File: config.mk
export PLATFORM = sky130hd
export DESIGN_NAME = inbox_flat
export DESIGN_NICKNAME = d
export VERILOG_FILES = /design/src/rtl/hrm_pkg.sv /design/src/rtl/inbox_if.sv /design/src/rtl/inbox_fifo_ctrl.sv /design/src/rtl/inbox.sv /design/src/flat_wrapper.sv
export SDC_FILE = /design/constraint.sdc
export NUM_CORES = 1
export LEC_CHECK = 0
export ABC_AREA = 0
export CAP_MARGIN = 20
export CORE_AREA = 2 2 160 162
export DETAILED_ROUTE_END_ITERATION = 8
export DIE_AREA = 0 0 162 164
export PLACE_DENSITY = 0.6
export SYNTH_ARGS = -nofsm -noshare
export SYNTH_HDL_FRONTEND = slang
export SYNTH_SLANG_ARGS = --single-unit
File: constraint.sdc
create_clock -name clk -period 6.3 [get_ports clk]
set_input_delay 1.26 -clock clk [delete_from_list [all_inputs] [get_ports clk]]
set_output_delay 1.26 -clock clk [all_outputs]
set_load 0.005 [all_outputs]
File: src/rtl/hrm_pkg.sv
// Shared HRM datapath definitions: item width/type and register mux select codes.
package hrm_pkg;

    localparam int unsigned DATA_W = 8;

    typedef logic signed [DATA_W-1:0] data_t;

    // muxR select code that routes the inbox head into the register
    localparam logic [1:0] MUXR_INBOX = 2'b00;

endpackage

File: src/rtl/inbox_if.sv
// Push/pop/status bundle between the inbox queue and its producer/consumer.
interface inbox_if
    import hrm_pkg::*;
#(
    parameter int unsigned DEPTH = 32,
    parameter int unsigned W     = DATA_W
);
    localparam int unsigned CW = $clog2(DEPTH) + 1;

    logic [W-1:0]  iData;
    logic          wI;
    logic          rI;
    logic [W-1:0]  oData;
    logic          empty;
    logic          full;
    logic [CW-1:0] count;
    logic          ovf;
    logic          udf;

    // Producer/control side: drives push data and strobes, observes status
    modport master (
        output iData, wI, rI,
        input  oData, empty, full, count, ovf, udf
    );

    // Queue side
    modport slave (
        input  iData, wI, rI,
        output oData, empty, full, count, ovf, udf
    );

endinterface

File: src/rtl/inbox_fifo_ctrl.sv
// Pointer, occupancy and sticky error-flag logic for a power-of-two FIFO.
module fifo_ctrl #(
    parameter int unsigned DEPTH = 32,
    localparam int unsigned AW   = $clog2(DEPTH),
    localparam int unsigned CW   = AW + 1
) (
    input  logic          clk,
    input  logic          rst,
    input  logic          push_i,
    input  logic          pop_i,
    output logic          push_acc_o,
    output logic [AW-1:0] wp_o,
    output logic [AW-1:0] rp_o,
    output logic [CW-1:0] cnt_o,
    output logic          empty_o,
    output logic          full_o,
    output logic          ovf_o,
    output logic          udf_o
);

    logic [AW-1:0] rp_q, rp_d;
    logic [AW-1:0] wp_q, wp_d;
    logic [CW-1:0] cnt_q, cnt_d;
    logic          ovf_q, ovf_d;
    logic          udf_q, udf_d;
    logic          empty, full, push_acc, pop_acc;

    // Accept decisions and next-state; a pop frees a slot for a push when full,
    // but an empty queue never bypasses the incoming item to the pop.
    always_comb begin
        empty    = (cnt_q == '0);
        full     = (cnt_q == CW'(DEPTH));
        push_acc = push_i && (!full || pop_i);
        pop_acc  = pop_i && !empty;
        wp_d     = wp_q + AW'(push_acc);
        rp_d     = rp_q + AW'(pop_acc);
        cnt_d    = cnt_q + CW'(push_acc) - CW'(pop_acc);
        ovf_d    = ovf_q | (push_i && !push_acc);
        udf_d    = udf_q | (pop_i && !pop_acc);
    end

    // State registers; reset overrides any push/pop in the same cycle
    always_ff @(posedge clk) begin
        if (rst) begin
            rp_q  <= '0;
            wp_q  <= '0;
            cnt_q <= '0;
            ovf_q <= 1'b0;
            udf_q <= 1'b0;
        end else begin
            rp_q  <= rp_d;
            wp_q  <= wp_d;
            cnt_q <= cnt_d;
            ovf_q <= ovf_d;
            udf_q <= udf_d;
        end
    end

    assign push_acc_o = push_acc && !rst;
    assign wp_o       = wp_q;
    assign rp_o       = rp_q;
    assign cnt_o      = cnt_q;
    assign empty_o    = empty;
    assign full_o     = full;
    assign ovf_o      = ovf_q;
    assign udf_o      = udf_q;

endmodule

File: src/rtl/inbox.sv
// HRM input queue: first-word fall-through FIFO feeding the register's iInbox.
module inbox
    import hrm_pkg::*;
#(
    parameter int unsigned DEPTH = 32,
    parameter int unsigned W     = DATA_W
) (
    input logic   clk,
    input logic   rst,
    inbox_if.slave bus
);

    localparam int unsigned AW = $clog2(DEPTH);
    localparam int unsigned CW = AW + 1;

    logic [W-1:0]  mem_q [DEPTH];
    logic [AW-1:0] wp, rp;
    logic [CW-1:0] cnt;
    logic          push_acc, empty, full, ovf, udf;

    fifo_ctrl #(
        .DEPTH(DEPTH)
    ) u_ctrl (
        .clk        (clk),
        .rst        (rst),
        .push_i     (bus.wI),
        .pop_i      (bus.rI),
        .push_acc_o (push_acc),
        .wp_o       (wp),
        .rp_o       (rp),
        .cnt_o      (cnt),
        .empty_o    (empty),
        .full_o     (full),
        .ovf_o      (ovf),
        .udf_o      (udf)
    );

    // Storage write; contents are not reset, validity is tracked by the pointers
    always_ff @(posedge clk) begin
        if (push_acc) begin
            mem_q[wp] <= bus.iData;
        end
    end

    assign bus.oData = empty ? '0 : mem_q[rp];
    assign bus.empty = empty;
    assign bus.full  = full;
    assign bus.count = cnt;
    assign bus.ovf   = ovf;
    assign bus.udf   = udf;

endmodule

File: src/flat_wrapper.sv
// flat-port wrapper written by rule: the top's interface ports become plain ports
module inbox_flat import hrm_pkg::*;
#(
    parameter int unsigned DEPTH = 32,
    parameter int unsigned W     = DATA_W
)
  (clk, rst, bus_iData, bus_wI, bus_rI, bus_oData, bus_empty, bus_full, bus_count, bus_ovf, bus_udf);
  inbox_if #(.DEPTH(DEPTH), .W(W)) bus_i ();
  input logic clk;
  input logic rst;
  input wire logic [$bits(bus_i.iData)-1:0] bus_iData;
  input wire logic [$bits(bus_i.wI)-1:0] bus_wI;
  input wire logic [$bits(bus_i.rI)-1:0] bus_rI;
  output wire logic [$bits(bus_i.oData)-1:0] bus_oData;
  output wire logic [$bits(bus_i.empty)-1:0] bus_empty;
  output wire logic [$bits(bus_i.full)-1:0] bus_full;
  output wire logic [$bits(bus_i.count)-1:0] bus_count;
  output wire logic [$bits(bus_i.ovf)-1:0] bus_ovf;
  output wire logic [$bits(bus_i.udf)-1:0] bus_udf;
  assign bus_i.iData = bus_iData;
  assign bus_i.wI = bus_wI;
  assign bus_i.rI = bus_rI;
  assign bus_oData = bus_i.oData;
  assign bus_empty = bus_i.empty;
  assign bus_full = bus_i.full;
  assign bus_count = bus_i.count;
  assign bus_ovf = bus_i.ovf;
  assign bus_udf = bus_i.udf;
  inbox #(.DEPTH(DEPTH), .W(W)) u_core (.clk(clk), .rst(rst), .bus(bus_i));
endmodule
==> impl_results.md <==
- Net Sw Power: 1.17 mW
- Post-CTS setup buffers: 0
- Final setup fails: 0
- Die W: 162 µm
- Required @ worst endpoint: 5.04 ns
- Most frequent cells after synthesis: edfxtp_1 (256), nor2_1 (45), mux2i_1 (32), mux4_2 (27), mux4_1 (21)
- Setup TNS: 0 ns
- Ant diodes: 0
- CP max stage cell: dfxtp_4
- Post-synth EDFFs: 256
- Int Power: 3.36 mW
- Seq pwr share: 47.0%
- Asr flop ratio synth: 0%
- Port Buffer Count: 29
- Top post-synthesis cells by area: edfxtp_1 (70%), mux4_2 (5.5%), mux4_1 (5.0%)
- Sequential area share after synthesis: 73.1%
- Post-CTS resize count: 0
- Synth cell types: 45
- Yosys Warn Count: 0
- Mean area per synthesized cell: 19.0 µm²
- Pwr dens: 362 nW/µm²
- Worst-path fanout max: 55
- Post-layout nets: 643
- Placer Congestion: 0.797
- Final Hold Vio Count: 0
- CTS Root Buffer Type: clkbuf_16
- Switching Share: 25.8%
- Routed WL per cell: 23.7 µm
- Largest area contributor in the netlist: edfxtp_1
- Final Max Tran Viols: 0
- Critical path cell sequence: buf_4 > mux2i_1 > o221a_2 > a31oi_1 > a21boi_1 > clkdlybuf4s50_1
- Detail Placement HPWL: 14000 µm
- First DRT Iteration DRCs: 417
- Fin crit share: 79.2%
- Starting density of the core: 44.4%
- Static Leakage: 4.00 nW
- Number of remaining DRC errors: 0
- TritonCTS buffer count: 27
- Share of cells above drive strength 1: 16.3%
- Final ANT Viol Nets: 0
- Synth Instances: 579
- Sinks on Clock Net: 274
- Worst hold-check path type: reg -> reg
- Fin Hold WS: 0.476 ns
- Yosys reg bits: 274
- Crit-path leading delay family: buffers and inverters
- WS Path Type: reg -> out
- Clk slew on worst S/H paths: 0.06 ns
- Pin count of the biggest net entering global routing: 56
- CTS tree: done
- Total die area: 26600 µm²
- Mean number of vias per cell: 5.59
- WL final: 23000 µm
- Fmax: 200 MHz
- Slowest stage delay, CP: 1.02 ns
- Max_cap viols: 0
- Vias in the first global route: 5565
- Arr. time, crit path: 3.73 ns
- Final Util: 50.5%
- First-pass GRT wire length: 34500 µm
- CTS max path bufs: 3
- Post-Syn Area: 11000 µm²
- Status: completed
- IO Pins: 30
- CP Launch Type: flop
- Layout Skew: 0.0273 ns
- Syn_nets: 605
- Critical Path Sink Type: primary output
- Worst-margin pin slew: 1.07 ns
- Count leader, synth: edfxtp_1
- Gr usage total: 17.5%
- Antenna violations before repair: 0
- DR vias: 5410
- Top FF cell, synth: edfxtp_1
- First-pass DRT Iterations: 5
- Reg2Reg Setup Slack: 3.22 ns
- Synth top area share: 69.8%
- Clk pwr share: 33.5%
- CP Buf/Inv Count: 2
- Cell Rows: 58
- Number of H-tree levels: 1
- GRT overflow: 0
- Fin crit period: 4.99 ns
- Combinational share of power: 19.5%
- Total core area: 24800 µm²
- Die Y: 164 µm
- Post-CTS Hold Fix Bufs: 0
- Slew Limit Headroom: 28.9%
- Area growth syn-to-layout: 13.8%
- Clock Latency Late Sink: 0.56 ns
- Peak VDD IR: 0.205 mV
- RSZ-0062 raised after global routing: no
==> worst min-delay path, stage by stage (launching register included) <==
cell and delay (ns):
dfxtp_1 0.33, a21oi_1 0.04, nor2_1 0.07
==> registers in the layout, indices dropped and copies added (netlist names) <==
signal / flops
u_core.mem_q: 256
u_core.u_ctrl.cnt_o: 6
u_core.u_ctrl.ovf_o: 1
u_core.u_ctrl.rp_o: 5
u_core.u_ctrl.udf_o: 1
u_core.u_ctrl.wp_o: 5
==> stage by stage <==
stage / worst slack [ns] / cells / power, mW / instance area [µm²]
6_report: 1.31 / 968 / 4.53 / 12500
3_3_place_gp: 1.96 / 912 / 3.02 / 11500
4_1_cts: 1.30 / 963 / 4.56 / 12400
2_1_floorplan: 3.17 / 579 / 2.75 / 11000
5_1_grt: 1.10 / 968 / 4.70 / 12500
3_5_place_dp: 1.87 / 913 / 3.05 / 11600
==> area by class of cell <==
type,instances,area (µm²)
clock buffers,37,733
inverters,12,45.0
clock inverters,13,111
fillers,1972,12300
flip-flops and latches,274,8050
repair buffers,43,488
multi-input cells,259,2680
well taps,330,413
==> metal layers <==
metal | wire length, µm | track usage, % | up-vias | part of all wire, %
met3 | 1140 | 3.23 | 47 | 5.0
met4 | 624 | 5.87 | 0 | 2.7
met1 | 9940 | 23.9 | 2807 | 43
met5 | 0 | 0 | - | 0
met2 | 11300 | 28.7 | 130 | 49
li1 | - | - | 2426 | -
==> kinds of logic after synthesis <==
group	synth area share (%)
and+or+nand+nor	3.98
adders and majority gates	1.66
xor gates and xnor gates	0.557
muxes	13.4
buffers and inverters	2.63
DFF	73.1
AOI/OAI and AO/OA	4.64
==> final timing paths <==
| kind | to | startpoint | cells past startpoint |
|---|---|---|---|
| worst min-delay path | u_core.u_ctrl.udf_o | u_core.u_ctrl.udf_o | 2 |
| worst max register to register | u_core.u_ctrl.cnt_o[4] | u_core.u_ctrl.cnt_o[2] | 14 |
| worst max-delay path | bus_oData[6] | u_core.u_ctrl.rp_o[0] | 6 |
| worst min register to register | u_core.u_ctrl.udf_o | u_core.u_ctrl.udf_o | 2 |
==> cell usage in the layout, fill, tap and decap left out, types with 12 or more instances in the layout <==
cell type and instances:
a22oi_1 16, clkbuf_16 28, clkdlybuf4s50_1 29, dfxtp_1 16, edfxtp_1 256, ha_1 13, inv_1 12, mux2i_1 32
mux4_1 21, mux4_2 27, nor2_1 45
==> power groups by stage <==
stage	logic, mW	clock network, mW	registers, mW
detailed placement	0.878	0	2.17
global placement	0.847	0	2.17
finish	0.882	1.52	2.13
floorplan	0.664	0	2.09
global route	0.946	1.62	2.14
CTS	0.881	1.54	2.14
Power figures use the tool's default switching activity.
